File: src/rtl/adc_clkgen_pkg.sv
// adc_clkgen_pkg
// Shared definitions for the synchronous SAR clock generator.
//   state_e   : conversion sequencer states
//   idxWidth  : width of the bit index for a given number of bits
//   cntWidth  : width of the shared phase counter so it can hold every
//               programmable length (sample, timeout, settle, digital)
package adc_clkgen_pkg;

  typedef enum logic [2:0] {
    ST_IDLE    = 3'd0,
    ST_SAMPLE  = 3'd1,
    ST_COMP    = 3'd2,
    ST_RELEASE = 3'd3,
    ST_DIG     = 3'd4,
    ST_DONE    = 3'd5
  } state_e;

  function automatic int idxWidth(input int nBits);
    return (nBits <= 2) ? 1 : $clog2(nBits);
  endfunction

  function automatic int cntWidth(input int sampleW, input int timeoutCyc,
                                  input int settleCyc, input int digCyc);
    int w;
    w = sampleW;
    if ($clog2(timeoutCyc + 1) > w) w = $clog2(timeoutCyc + 1);
    if ($clog2(settleCyc + 1) > w)  w = $clog2(settleCyc + 1);
    if ($clog2(digCyc + 1) > w)     w = $clog2(digCyc + 1);
    return w;
  endfunction

endpackage

File: src/rtl/adc_clkgen_sync_if.sv
// adc_clkgen_sync_if
// Control and SAR-side signals of the clock generator.
//   ena_in, start_conv, comp_trig, sample_cycles : controls into the generator
//   clk_comp, clk_dig, sample, busy, conv_done,
//   bit_idx, timeout_err                          : sequencer outputs
// Modports: slave = generator side, master = controller / comparator side.
interface adc_clkgen_sync_if #(
  parameter int NBITS    = 12,
  parameter int SAMPLE_W = 8
);
  import adc_clkgen_pkg::*;

  localparam int IDX_W = idxWidth(NBITS);

  logic                ena_in;
  logic                start_conv;
  logic                comp_trig;
  logic [SAMPLE_W-1:0] sample_cycles;
  logic                clk_comp;
  logic                clk_dig;
  logic                sample;
  logic                busy;
  logic                conv_done;
  logic [IDX_W-1:0]    bit_idx;
  logic                timeout_err;

  modport slave (
    input  ena_in, start_conv, comp_trig, sample_cycles,
    output clk_comp, clk_dig, sample, busy, conv_done, bit_idx, timeout_err
  );

  modport master (
    output ena_in, start_conv, comp_trig, sample_cycles,
    input  clk_comp, clk_dig, sample, busy, conv_done, bit_idx, timeout_err
  );

endinterface

File: src/rtl/adc_sync_nff.sv
// adc_sync_nff
// Multi-flop synchroniser for an asynchronous level.
//   clk, rst : system clock, async active-high reset (clears the chain)
//   d_i      : asynchronous input
//   q_o      : input delayed by STAGES clock edges
module adc_sync_nff #(
  parameter int STAGES = 2
) (
  input  logic clk,
  input  logic rst,
  input  logic d_i,
  output logic q_o
);

  logic [STAGES-1:0] sync_q;

  // Shift chain; the first flop may go metastable, later ones filter it out.
  always_ff @(posedge clk or posedge rst) begin
    if (rst) begin
      sync_q <= '0;
    end else begin
      sync_q <= {sync_q[STAGES-2:0], d_i};
    end
  end

  assign q_o = sync_q[STAGES-1];

endmodule

File: src/rtl/adc_clkgen_sync.sv
// adc_clkgen_sync
// Cycle-counted SAR conversion sequencer: a sample phase, then NBITS
// comparator / digital clock pairs, then a one-cycle done pulse.
//   clk, rst   : system clock, async active-high reset
//   bus_if     : adc_clkgen_sync_if.slave
//                in : ena_in, start_conv (async), comp_trig (async), sample_cycles
//                out: clk_comp, clk_dig, sample, busy, conv_done, bit_idx, timeout_err
// Build option: define ADC_CLKGEN_WATCHDOG_EN to bound the comparator wait
// to TIMEOUT_CYC cycles and report it on timeout_err (tied low otherwise).
module adc_clkgen_sync
  import adc_clkgen_pkg::*;
#(
  parameter int NBITS       = 12,
  parameter int SAMPLE_W    = 8,
  parameter int SETTLE_CYC  = 2,
  parameter int DIG_CYC     = 2,
  parameter int TIMEOUT_CYC = 64,
  parameter int SYNC_STAGES = 2
) (
  input  logic                    clk,
  input  logic                    rst,
  adc_clkgen_sync_if.slave        bus_if
);

  localparam int IDX_W = idxWidth(NBITS);
  localparam int CNT_W = cntWidth(SAMPLE_W, TIMEOUT_CYC, SETTLE_CYC, DIG_CYC);

  logic             startSync;
  logic             compSync;
  logic             startPrev_q;
  logic             startEvent;

  state_e           state_q, state_d;
  logic [CNT_W-1:0] cnt_q, cnt_d;
  logic [IDX_W-1:0] bitIdx_q, bitIdx_d;
  logic             relWait_q, relWait_d;

  logic             sample_q, clkComp_q, clkDig_q, busy_q, convDone_q;

  adc_sync_nff #(.STAGES(SYNC_STAGES)) uStartSync (
    .clk (clk),
    .rst (rst),
    .d_i (bus_if.start_conv),
    .q_o (startSync)
  );

  adc_sync_nff #(.STAGES(SYNC_STAGES)) uCompSync (
    .clk (clk),
    .rst (rst),
    .d_i (bus_if.comp_trig),
    .q_o (compSync)
  );

  // Start edges are tracked every cycle so that edges arriving while busy
  // are consumed rather than queued for the next IDLE.
  assign startEvent = (startSync & ~startPrev_q) | bus_if.ena_in;

`ifdef ADC_CLKGEN_WATCHDOG_EN
  logic timeoutHit;
  logic timeoutErr_q;
`endif

  // Next-state logic. cnt_q is shared by every timed phase and is always
  // cleared on entry to a phase that counts up.
  always_comb begin
    state_d   = state_q;
    cnt_d     = cnt_q;
    bitIdx_d  = bitIdx_q;
    relWait_d = relWait_q;
`ifdef ADC_CLKGEN_WATCHDOG_EN
    timeoutHit = 1'b0;
`endif
    case (state_q)
      ST_IDLE: begin
        if (startEvent) begin
          state_d = ST_SAMPLE;
          // Counts down to zero, so load length-1; a zero length acts as one.
          cnt_d   = (bus_if.sample_cycles == '0) ? '0
                    : CNT_W'(bus_if.sample_cycles) - CNT_W'(1);
        end
      end
      ST_SAMPLE: begin
        if (cnt_q == '0) begin
          state_d  = ST_COMP;
          bitIdx_d = IDX_W'(NBITS - 1);
          cnt_d    = '0;
        end else begin
          cnt_d = cnt_q - CNT_W'(1);
        end
      end
      ST_COMP: begin
        if (compSync) begin
          state_d   = ST_RELEASE;
          relWait_d = 1'b1;
          cnt_d     = '0;
        end
`ifdef ADC_CLKGEN_WATCHDOG_EN
        else if (cnt_q == CNT_W'(TIMEOUT_CYC - 1)) begin
          // The comparator never answered, so there is no release to wait for.
          state_d    = ST_RELEASE;
          relWait_d  = 1'b0;
          cnt_d      = '0;
          timeoutHit = 1'b1;
        end else begin
          cnt_d = cnt_q + CNT_W'(1);
        end
`endif
      end
      ST_RELEASE: begin
        if (relWait_q) begin
          if (!compSync) relWait_d = 1'b0;
        end else if (cnt_q == CNT_W'(SETTLE_CYC - 1)) begin
          state_d = ST_DIG;
          cnt_d   = '0;
        end else begin
          cnt_d = cnt_q + CNT_W'(1);
        end
      end
      ST_DIG: begin
        if (cnt_q == CNT_W'(DIG_CYC - 1)) begin
          cnt_d = '0;
          if (bitIdx_q == '0) begin
            state_d = ST_DONE;
          end else begin
            state_d  = ST_COMP;
            bitIdx_d = bitIdx_q - IDX_W'(1);
          end
        end else begin
          cnt_d = cnt_q + CNT_W'(1);
        end
      end
      ST_DONE: begin
        state_d = ST_IDLE;
      end
      default: begin
        state_d = ST_IDLE;
      end
    endcase
  end

  // Sequencer state registers.
  always_ff @(posedge clk or posedge rst) begin
    if (rst) begin
      state_q     <= ST_IDLE;
      cnt_q       <= '0;
      bitIdx_q    <= IDX_W'(NBITS - 1);
      relWait_q   <= 1'b0;
      startPrev_q <= 1'b0;
    end else begin
      state_q     <= state_d;
      cnt_q       <= cnt_d;
      bitIdx_q    <= bitIdx_d;
      relWait_q   <= relWait_d;
      startPrev_q <= startSync;
    end
  end

  // Outputs are decoded from the next state and registered, so they line up
  // with state_q and are glitch-free towards the analog side.
  always_ff @(posedge clk or posedge rst) begin
    if (rst) begin
      sample_q   <= 1'b0;
      clkComp_q  <= 1'b0;
      clkDig_q   <= 1'b0;
      busy_q     <= 1'b0;
      convDone_q <= 1'b0;
    end else begin
      sample_q   <= (state_d == ST_SAMPLE);
      clkComp_q  <= (state_d == ST_COMP);
      clkDig_q   <= (state_d == ST_DIG);
      busy_q     <= (state_d == ST_SAMPLE) || (state_d == ST_COMP) ||
                    (state_d == ST_RELEASE) || (state_d == ST_DIG);
      convDone_q <= (state_d == ST_DONE);
    end
  end

`ifdef ADC_CLKGEN_WATCHDOG_EN
  // Sticky until the next conversion begins sampling.
  always_ff @(posedge clk or posedge rst) begin
    if (rst) begin
      timeoutErr_q <= 1'b0;
    end else if ((state_q == ST_IDLE) && (state_d == ST_SAMPLE)) begin
      timeoutErr_q <= 1'b0;
    end else if (timeoutHit) begin
      timeoutErr_q <= 1'b1;
    end
  end

  assign bus_if.timeout_err = timeoutErr_q;
`else
  assign bus_if.timeout_err = 1'b0;
`endif

  assign bus_if.sample    = sample_q;
  assign bus_if.clk_comp  = clkComp_q;
  assign bus_if.clk_dig   = clkDig_q;
  assign bus_if.busy      = busy_q;
  assign bus_if.conv_done = convDone_q;
  assign bus_if.bit_idx   = bitIdx_q;

endmodule

File: src/flat_wrapper.sv
// flat-port wrapper written by rule: the top's interface ports become plain ports
module adc_clkgen_sync_flat import adc_clkgen_pkg::*;
#(
  parameter int NBITS       = 12,
  parameter int SAMPLE_W    = 8,
  parameter int SETTLE_CYC  = 2,
  parameter int DIG_CYC     = 2,
  parameter int TIMEOUT_CYC = 64,
  parameter int SYNC_STAGES = 2
)
  (clk, rst, bus_if_ena_in, bus_if_start_conv, bus_if_comp_trig, bus_if_sample_cycles, bus_if_clk_comp, bus_if_clk_dig, bus_if_sample, bus_if_busy, bus_if_conv_done, bus_if_bit_idx, bus_if_timeout_err);
  adc_clkgen_sync_if #(.NBITS(NBITS), .SAMPLE_W(SAMPLE_W)) bus_if_i ();
  input  logic clk;
  input  logic rst;
  input wire logic [$bits(bus_if_i.ena_in)-1:0] bus_if_ena_in;
  input wire logic [$bits(bus_if_i.start_conv)-1:0] bus_if_start_conv;
  input wire logic [$bits(bus_if_i.comp_trig)-1:0] bus_if_comp_trig;
  input wire logic [$bits(bus_if_i.sample_cycles)-1:0] bus_if_sample_cycles;
  output wire logic [$bits(bus_if_i.clk_comp)-1:0] bus_if_clk_comp;
  output wire logic [$bits(bus_if_i.clk_dig)-1:0] bus_if_clk_dig;
  output wire logic [$bits(bus_if_i.sample)-1:0] bus_if_sample;
  output wire logic [$bits(bus_if_i.busy)-1:0] bus_if_busy;
  output wire logic [$bits(bus_if_i.conv_done)-1:0] bus_if_conv_done;
  output wire logic [$bits(bus_if_i.bit_idx)-1:0] bus_if_bit_idx;
  output wire logic [$bits(bus_if_i.timeout_err)-1:0] bus_if_timeout_err;
  assign bus_if_i.ena_in = bus_if_ena_in;
  assign bus_if_i.start_conv = bus_if_start_conv;
  assign bus_if_i.comp_trig = bus_if_comp_trig;
  assign bus_if_i.sample_cycles = bus_if_sample_cycles;
  assign bus_if_clk_comp = bus_if_i.clk_comp;
  assign bus_if_clk_dig = bus_if_i.clk_dig;
  assign bus_if_sample = bus_if_i.sample;
  assign bus_if_busy = bus_if_i.busy;
  assign bus_if_conv_done = bus_if_i.conv_done;
  assign bus_if_bit_idx = bus_if_i.bit_idx;
  assign bus_if_timeout_err = bus_if_i.timeout_err;
  adc_clkgen_sync #(.NBITS(NBITS), .SAMPLE_W(SAMPLE_W), .SETTLE_CYC(SETTLE_CYC), .DIG_CYC(DIG_CYC), .TIMEOUT_CYC(TIMEOUT_CYC), .SYNC_STAGES(SYNC_STAGES)) u_core (.clk(clk), .rst(rst), .bus_if(bus_if_i));
endmodule
File: config.mk
export PLATFORM = sky130hd
export DESIGN_NAME = adc_clkgen_sync_flat
export DESIGN_NICKNAME = d
export VERILOG_FILES = /design/src/rtl/adc_clkgen_pkg.sv /design/src/rtl/adc_clkgen_sync_if.sv /design/src/rtl/adc_sync_nff.sv /design/src/rtl/adc_clkgen_sync.sv /design/src/flat_wrapper.sv
export SDC_FILE = /design/constraint.sdc
export NUM_CORES = 1
export LEC_CHECK = 0
export ABC_AREA = 1
export CORE_MARGIN = 3
export CORE_UTILIZATION = 30
export DETAILED_ROUTE_END_ITERATION = 8
export PLACE_DENSITY = 0.53
export SYNTH_ARGS = -nofsm -noshare
export SYNTH_HDL_FRONTEND = slang
export SYNTH_SLANG_ARGS = --single-unit
File: constraint.sdc
create_clock -name clk -period 1.5 [get_ports clk]
set_input_delay 0.225 -clock clk [delete_from_list [all_inputs] [get_ports clk]]
set_output_delay 0.225 -clock clk [all_outputs]
set_load 0.005 [all_outputs]
==> out/metrics.cfg <==
[cts]
htree_levels = 1
cts_hold_buf = 0
path_clk_slew_ps = 100
numClockSinks = 26
clk_path_buf_depth = 2
cts_tree = built
worstSkewPairLatency_ps = 270
cts_buffers = 3
clockRootBuffer = clkbuf_8

[grt]
grt_max_degree = 27
gr-total-overflow = 0
grt_pass1_wl_um = 7560
grt_pass1_vias = 1733
gr-usage-all-layers_pct = 12.5
grt_antenna_before_repair = 0

[synth]
yosysUniqueCellTypes = 29
avgSynthCellArea_sq_um = 7.30
synthSimpleGateAreaFrac_pct = 37.0
synth_fa_ha_area_share_pct = 4.63
netlist_area_sq_um = 1890
synthMuxAreaShare_pct = 0
synth_xor_area_share_pct = 3.24
yosysWarnings = 0
synth_edf_count = 0
synthFlopType = dfrtp_1
synth-compound-area-share_pct = 9.39
yosys-top-cells-count = nand2_1 (59), inv_1 (39), nand3_1 (27)
synth_top_family_by_area = simple AND/OR/NAND/NOR gates
syn-num-nets = 279
yosysTopAreaCell = dfrtp_1
yosysMostFrequentCell = nand2_1
netlist_instances = 259
yosys.area.top_type_share_pct = 30.4
synth-seq-cells = 26
synthArstFlopShare_pct = 100
yosysSeqAreaShare_pct = 34.6
netlist_top_cells_area = dfrtp_1 (30%), nand2_1 (12%), inv_1 (7.7%)

[timing]
rsz0062_at_grt = true
period_needed_ps = 1580
skew_ps = 6.58
layout_setup_ws_ps = -78.8
timing.final.max_slew_violations = 0
setup_viol = 5
hold_viol = 0
fin_crit_sh_pct = 105
fmax_mhz = 633

[place]
place_congestion = 0.867
port_buffers = 21
dp_hpwl_um = 3380

[floorplanning]
dieWidth_um = 85.4
core_sq_um = 6030
start_util_pct = 31.4
die_h_um = 85.4
boundaryPins = 23
num_rows = 28
dieArea_sq_um = 7290

[finish]
num-fill-cells = 627
post-route-util_pct = 43.8
seq_area_sq_um = 658
multiInputGateArea_sq_um = 1140
drive_gt1_share_pct = 33.4
diodes = 0
syn_to_final_growth_pct = 39.6
nets = 344

[power_and_ir_drop]
power.total_uw = 1220
power.density_nw_per_um2 = 463
vdd_ir_drop_max_uv = 371
p_leak_uw = 0.00132

[hold_path]
hp-class = input pin to asynchronous set/reset pin

[routing]
postRouteAntennaNets = 0
wl_per_cell_um = 11.0
viasPerCell = 4.43
drc_errors = 0
firstDrtPassIters = 5
drt_iter0_drc = 55
finalWirelength_um = 4360
routed-via-count = 1763

[run_status]
status = complete, but fails checks
violations = setup timing

[flow_run]
drv_cap = 0

[critical_path]
start_kind = flop
cp.required_ps = 1670
end_kind = flop
path_class = flop to flop
worstPathMaxFanout = 6
cp_data_arrival_time_ps = 1750

[path summary, 6_finish.rpt]
path	start	endpoint	slack (ps)	cells after the start
worst max-delay path	u_core.cnt_q[1]$_DFFE_PP0P_	u_core.bus_if.busy$_DFF_PP0_	-80	11
worst min-delay path	rst	u_core.cnt_q[7]$_DFFE_PP0P_	310	3
worst max register to register	u_core.cnt_q[1]$_DFFE_PP0P_	u_core.bus_if.busy$_DFF_PP0_	-80	11
worst min register to register	u_core.uCompSync.sync_q[0]$_DFF_PP0_	u_core.uCompSync.sync_q[1]$_DFF_PP0_	360	0
max in group asynchronous	rst	u_core.bus_if.bit_idx[0]$_DFFE_PP1P_	890	3
min in group clk	u_core.uCompSync.sync_q[0]$_DFF_PP0_	u_core.uCompSync.sync_q[1]$_DFF_PP0_	360	0
[per-layer routing]
layer	global-route usage (%)	share of wire [%]
met1	17.4	49
met4	3.02	0.57
met2	20.8	49
met5	0	0
met3	1.46	2.0
[what timing repair did]
item / 4_1_cts / 5_1_grt
gates resized for setup: 10 / 37
endpoints found under the setup margin: 17 / 18
pin swaps: 4 / 9
gates cloned: 0 / 0
setup buffers: 4 / 3
[worst max-delay path, stage by stage, from the launching register on]
cell and delay, ps:
dfrtp_1 410, inv_2 110, ha_2 180, nand2_2 60
nor2_4 140, nor2_4 80, nor2_2 110, nand2_2 70
nor2_4 140, nand2_1 70, nand2_1 60, nand2_1 40
[stage by stage]
| step | setup TNS, ps | cell area, sq um | hold slack [ps] | setup slack [ps] | cells |
|---|---|---|---|---|---|
| 3_5_place_dp | -2060 | 2420 | 337 | -243 | 387 |
| 6_report | -144 | 2640 | 306 | -78.8 | 398 |
| 5_1_grt | -1460 | 2640 | 335 | -192 | 398 |
| 3_3_place_gp | -1410 | 2420 | 333 | -192 | 387 |
| 4_1_cts | -76.8 | 2510 | 322 | -63.3 | 395 |
| 2_1_floorplan | 0 | 1890 | 256 | 9.07 | 259 |
[cell usage in the layout, fill, tap and decap left out, drive strengths merged]
master,synthesis,layout
xnor2,1,1
clkdlybuf4s50,0,18
conb,1,1
nand3,31,31
nand4,2,2
a21oi,4,4
dfrtp,23,23
buf,4,43
ha,7,7
clkbuf,0,4
nor3,3,3
inv,44,44
o21ai,22,22
xor2,6,6
o211ai,3,3
nor2,36,36
dfstp,3,3
nand2,68,68
o21a,1,1
dlygate4sd2,0,3
[state kept, by name (all words and copies together) (netlist names)]
| signal | count |
|---|---|
| u_core.bus_if.sample | 1 |
| u_core.bus_if.bit_idx | 4 |
| u_core.bus_if.busy | 1 |
| u_core.state_q | 3 |
| u_core.bus_if.conv_done | 1 |
| u_core.startPrev_q | 1 |
| u_core.uStartSync.sync_q | 2 |
| u_core.bus_if.clk_dig | 1 |
| u_core.relWait_q | 1 |
| u_core.uCompSync.sync_q | 2 |
| u_core.cnt_q | 8 |
| u_core.bus_if.clk_comp | 1 |
[power by group]
group	internal, uW	total, uW	switching (uW)
registers	707	710	2.88
logic	52.4	96.7	44.3
clock network	190	415	225
[logic make-up (layout without fill, tap and decap cells)]
family	Yosys count	count (layout)
XOR/XNOR	7	7
other	1	1
AO/OA/AOI/OAI	30	30
adder cells (fa/ha/maj)	7	7
buffers and inverters	48	112
AND/OR/NAND/NOR	140	140
flip-flops	26	26
[final cells by class]
| class | instances | area share (%) |
|---|---|---|
| Tap cell | 75 | 3.55 |
| Multi-Input combinational cell | 185 | 43.2 |
| Timing Repair Buffer | 64 | 20.3 |
| Clock buffer | 4 | 1.71 |
| Sequential cell | 26 | 24.9 |
| Inverter | 44 | 6.35 |
(Power assumes the default switching activity.)
==> RTL change 1, RTL diff (same flow settings) <==
The 6 states of `state_e` get a one-hot encoding in 6 bits.
--- a/src/rtl/adc_clkgen_pkg.sv
+++ b/src/rtl/adc_clkgen_pkg.sv
@@ -6,13 +6,13 @@
 //               programmable length (sample, timeout, settle, digital)
 package adc_clkgen_pkg;
 
-  typedef enum logic [2:0] {
-    ST_IDLE    = 3'd0,
-    ST_SAMPLE  = 3'd1,
-    ST_COMP    = 3'd2,
-    ST_RELEASE = 3'd3,
-    ST_DIG     = 3'd4,
-    ST_DONE    = 3'd5
+  typedef enum logic [5:0] {
+    ST_IDLE    = 6'b000001,
+    ST_SAMPLE  = 6'b000010,
+    ST_COMP    = 6'b000100,
+    ST_RELEASE = 6'b001000,
+    ST_DIG     = 6'b010000,
+    ST_DONE    = 6'b100000
   } state_e;
 
   function automatic int idxWidth(input int nBits);
Behaviour: no difference found for any inputs over 10 cycles, from zero or initial values and one cycle with rst high; not proved beyond that.
==> RTL change 1 against the unedited design <==
  * Critical path depth fell by 3
  * Design area grew 9.6%
  * Non-clock buffer count increased by 2
  * Sequential cell count rose by 3
  * Global-route usage grew 1.1 points
  * Routed wire length rose by 9.9%
  * Cell count rose by 4.8%
  * Synthesized area rose by 10%
  * Highest routed layer unchanged
  * The flow still finishes with violations (setup timing)
  * Setup slack better by 0.036 ns
Power is left out: it rests on default switching activity, and per cell area and clock period it moved more than threefold.
==> RTL change 1: results (changes against the unedited design) <==
[global_routing]
grt_pass1_vias = 1874  ; +8.1%
track_usage_pct = 13.6  ; +1.1 points
met3_usage_pct = 2.49  ; +1.0 points
grt_start_max_net_pins = 30  ; +11%

[worst_setup_path]
critPathMaxStageDelay_ns = 0.44  ; +0.03 ns
critical_path.slowest_cell = dfrtp_2
r2r-end = u_core.cnt_q[6]
endpoint = u_core.cnt_q[6]
reg2reg_depth = 8  ; -3

[route]
drt-initial-drc-count = 92  ; +67%
wl_met2_um = 2280  ; +6.7%
drt-pass1-iter-count = 4  ; -1
dr_wl_met3_um = 115  ; +32%
wl_met1_um = 2330  ; +10%
routedWlPerCell_um = 11.5  ; +4.9%

[placement]
dp_hpwl_um = 3680  ; +8.9%
dp_slack_ns = -0.213  ; +0.0303 ns

[sta]
finalSetupViolCount = 8  ; +3
setup_tns_ns = -0.0822  ; +0.0615 ns
setup_ws_ns = -0.0432  ; +0.0356 ns

[synthesis]
synth_xor_area_share_pct = 2.94  ; -0.30 points
synth.top_cell.area_share_pct = 30.0  ; -0.38 points
synth_commonest_cells = 70 x nand2_1, 32 x inv_1, 30 x nand3_1
synth-compound-area-share_pct = 9.56  ; +0.16 points
synth.distinct_cells = 36  ; +24%
syn-num-nets = 291  ; +4.3%
synth_top_cells_by_area = dfrtp_1 30%, nand2_1 13%, nand3_1 7.2%
synthAdderAreaFrac_pct = 4.21  ; -0.42 points

[clock_network]
clk_pin_slew_worst_paths_ns = 0.07  ; -0.03 ns
htree_levels = 2  ; +1

[run_status]
run_status = finished, violations left
violations = setup timing

RTL change 1: metrics by stage:
stage	area [sq um]	instances	hold slack, ns
floorplan	2080	271	0.256
global placement	2650	400	0.336
detailed placement	2650	400	0.341
CTS	2810	411	0.291
global route	2890	417	0.313
finish	2890	417	0.288
RTL change 1: worst min-delay path by stage:
stage	start	end	slack, ns
after floorplan	bus_if_comp_trig	u_core.uCompSync.sync_q[0]	0.26
after global placement	u_core.uCompSync.sync_q[0]	u_core.uCompSync.sync_q[1]	0.34
after detailed placement	u_core.uStartSync.sync_q[0]	u_core.uStartSync.sync_q[1]	0.34
after CTS	rst	u_core.bus_if.clk_dig	0.29
after global routing	rst	u_core.bus_if.clk_dig	0.31
final	rst	u_core.bus_if.clk_dig	0.29
RTL change 1: area by class of cell:
class,instances,area [sq um],area share (%)
timing repair buffer,66,586,20.2
clock inverter,2,37.5,1.30
sequential,29,733,25.3
tap,77,96.3,3.33
inverter,37,139,4.80
multi-input combinational,200,1220,42.2
clock buffer,6,82.6,2.85
==> RTL change 2, RTL diff (same flow settings) <==
Made on the original files. Add a define of `ADC_CLKGEN_WATCHDOG_EN`.
--- a/src/rtl/adc_clkgen_sync.sv
+++ b/src/rtl/adc_clkgen_sync.sv
@@ -7,6 +7,8 @@
 //                out: clk_comp, clk_dig, sample, busy, conv_done, bit_idx, timeout_err
 // Build option: define ADC_CLKGEN_WATCHDOG_EN to bound the comparator wait
 // to TIMEOUT_CYC cycles and report it on timeout_err (tied low otherwise).
+`define ADC_CLKGEN_WATCHDOG_EN
+
 module adc_clkgen_sync
   import adc_clkgen_pkg::*;
 #(
Check against the original RTL: same outputs for any inputs over 10 cycles, from zero or initial values and one cycle with rst high; that may be too few to reach the edited logic, so the function may still have changed.
==> RTL change 2 against the unedited design <==
  * Clock skew up 0.00076 ns
  * Routed wire length increased by 12%
  * Sequential cell count up 1
  * Design area is 9.0% higher
  * Die area increased by 0.25%
  * The flow still finishes with violations (setup timing)
  * Synthesized area increased by 0.26%
  * Setup slack better by 0.053 ns
  * Global-route usage grew 1.1 points
  * Non-clock buffer count rose by 7
  * Hold slack worse by 0.015 ns
Power is left out: it rests on default switching activity, and per cell area and clock period it moved more than threefold.
==> RTL change 2: results (changes against the unedited design) <==
[run_status]
run_status = finished, violations left
violations = setup timing

[route]
wl_met1_um = 2320  ; +9.4%
drt-pass1-iter-count = 4  ; -1
routed-via-count = 1907  ; +8.2%
wl_met2_um = 2270  ; +6.4%

[placement]
portBuffers = 22  ; +4.8%
dp_slack_ns = -0.386  ; -0.143 ns
dp_cells = 408  ; +5.4%

[global_routing]
grt_pass1_vias = 1805  ; +4.2%
grt_pass1_wl_um = 8180  ; +8.1%
use_met1_pct = 19.4  ; +2.0 points
grt_start_max_net_pins = 28  ; +3.7%

[synthesis]
synth.distinct_cells = 27  ; -6.9%
synthAdderAreaFrac_pct = 4.62  ; -0.012 points
synth_xor_area_share_pct = 3.23  ; -0.0086 points
synth_commonest_cells = 66 x nand2_1, 41 x inv_1, 36 x nand3_1
seq_area_frac_synth_pct = 35.8  ; +1.2 points
syn-num-nets = 292  ; +4.7%

[worst_setup_path]
critPathMaxFanout = 4  ; -2
critPathMaxStageDelay_ns = 0.48  ; +0.07 ns
critical_path.slowest_cell = dfrtp_2

[finish]
multi_input_area_sq_mm = 0.00127  ; +11%
seq_area_share_pct = 23.8  ; -1.1 points
buf_share_pct = 20.8  ; +0.50 points
drive_above_1_share_pct = 36.9  ; +3.5 points

[sta]
setup_ws_ns = -0.0260  ; +0.0528 ns
finalSetupViolCount = 3  ; -2

[clock_network]
cts_resized = 43  ; +33

[RTL change 2: changes by cell type in the layout (fill, tap and decap cells not counted), moves of 3 or more]
cell	delta
nand2_1	+5
inv_1	+3
o21ai_1	-7
o21ai_0	-3
nor2_4	+4
nand3_4	+3
buf_4	+4
[RTL change 2: final timing paths]
path,from,endpoint,cells past startpoint,slack [ns]
worst min register to register,u_core.uCompSync.sync_q[0],u_core.uCompSync.sync_q[1],0,0.36
min in group clk,u_core.uCompSync.sync_q[0],u_core.uCompSync.sync_q[1],0,0.36
max in group asynchronous,rst,u_core.bus_if.bit_idx[0],3,0.91
worst max register to register,u_core.cnt_q[0],u_core.bus_if.busy,10,-0.03
worst max-delay path,u_core.cnt_q[0],u_core.bus_if.busy,10,-0.03
worst min-delay path,rst,u_core.bus_if.conv_done,3,0.29
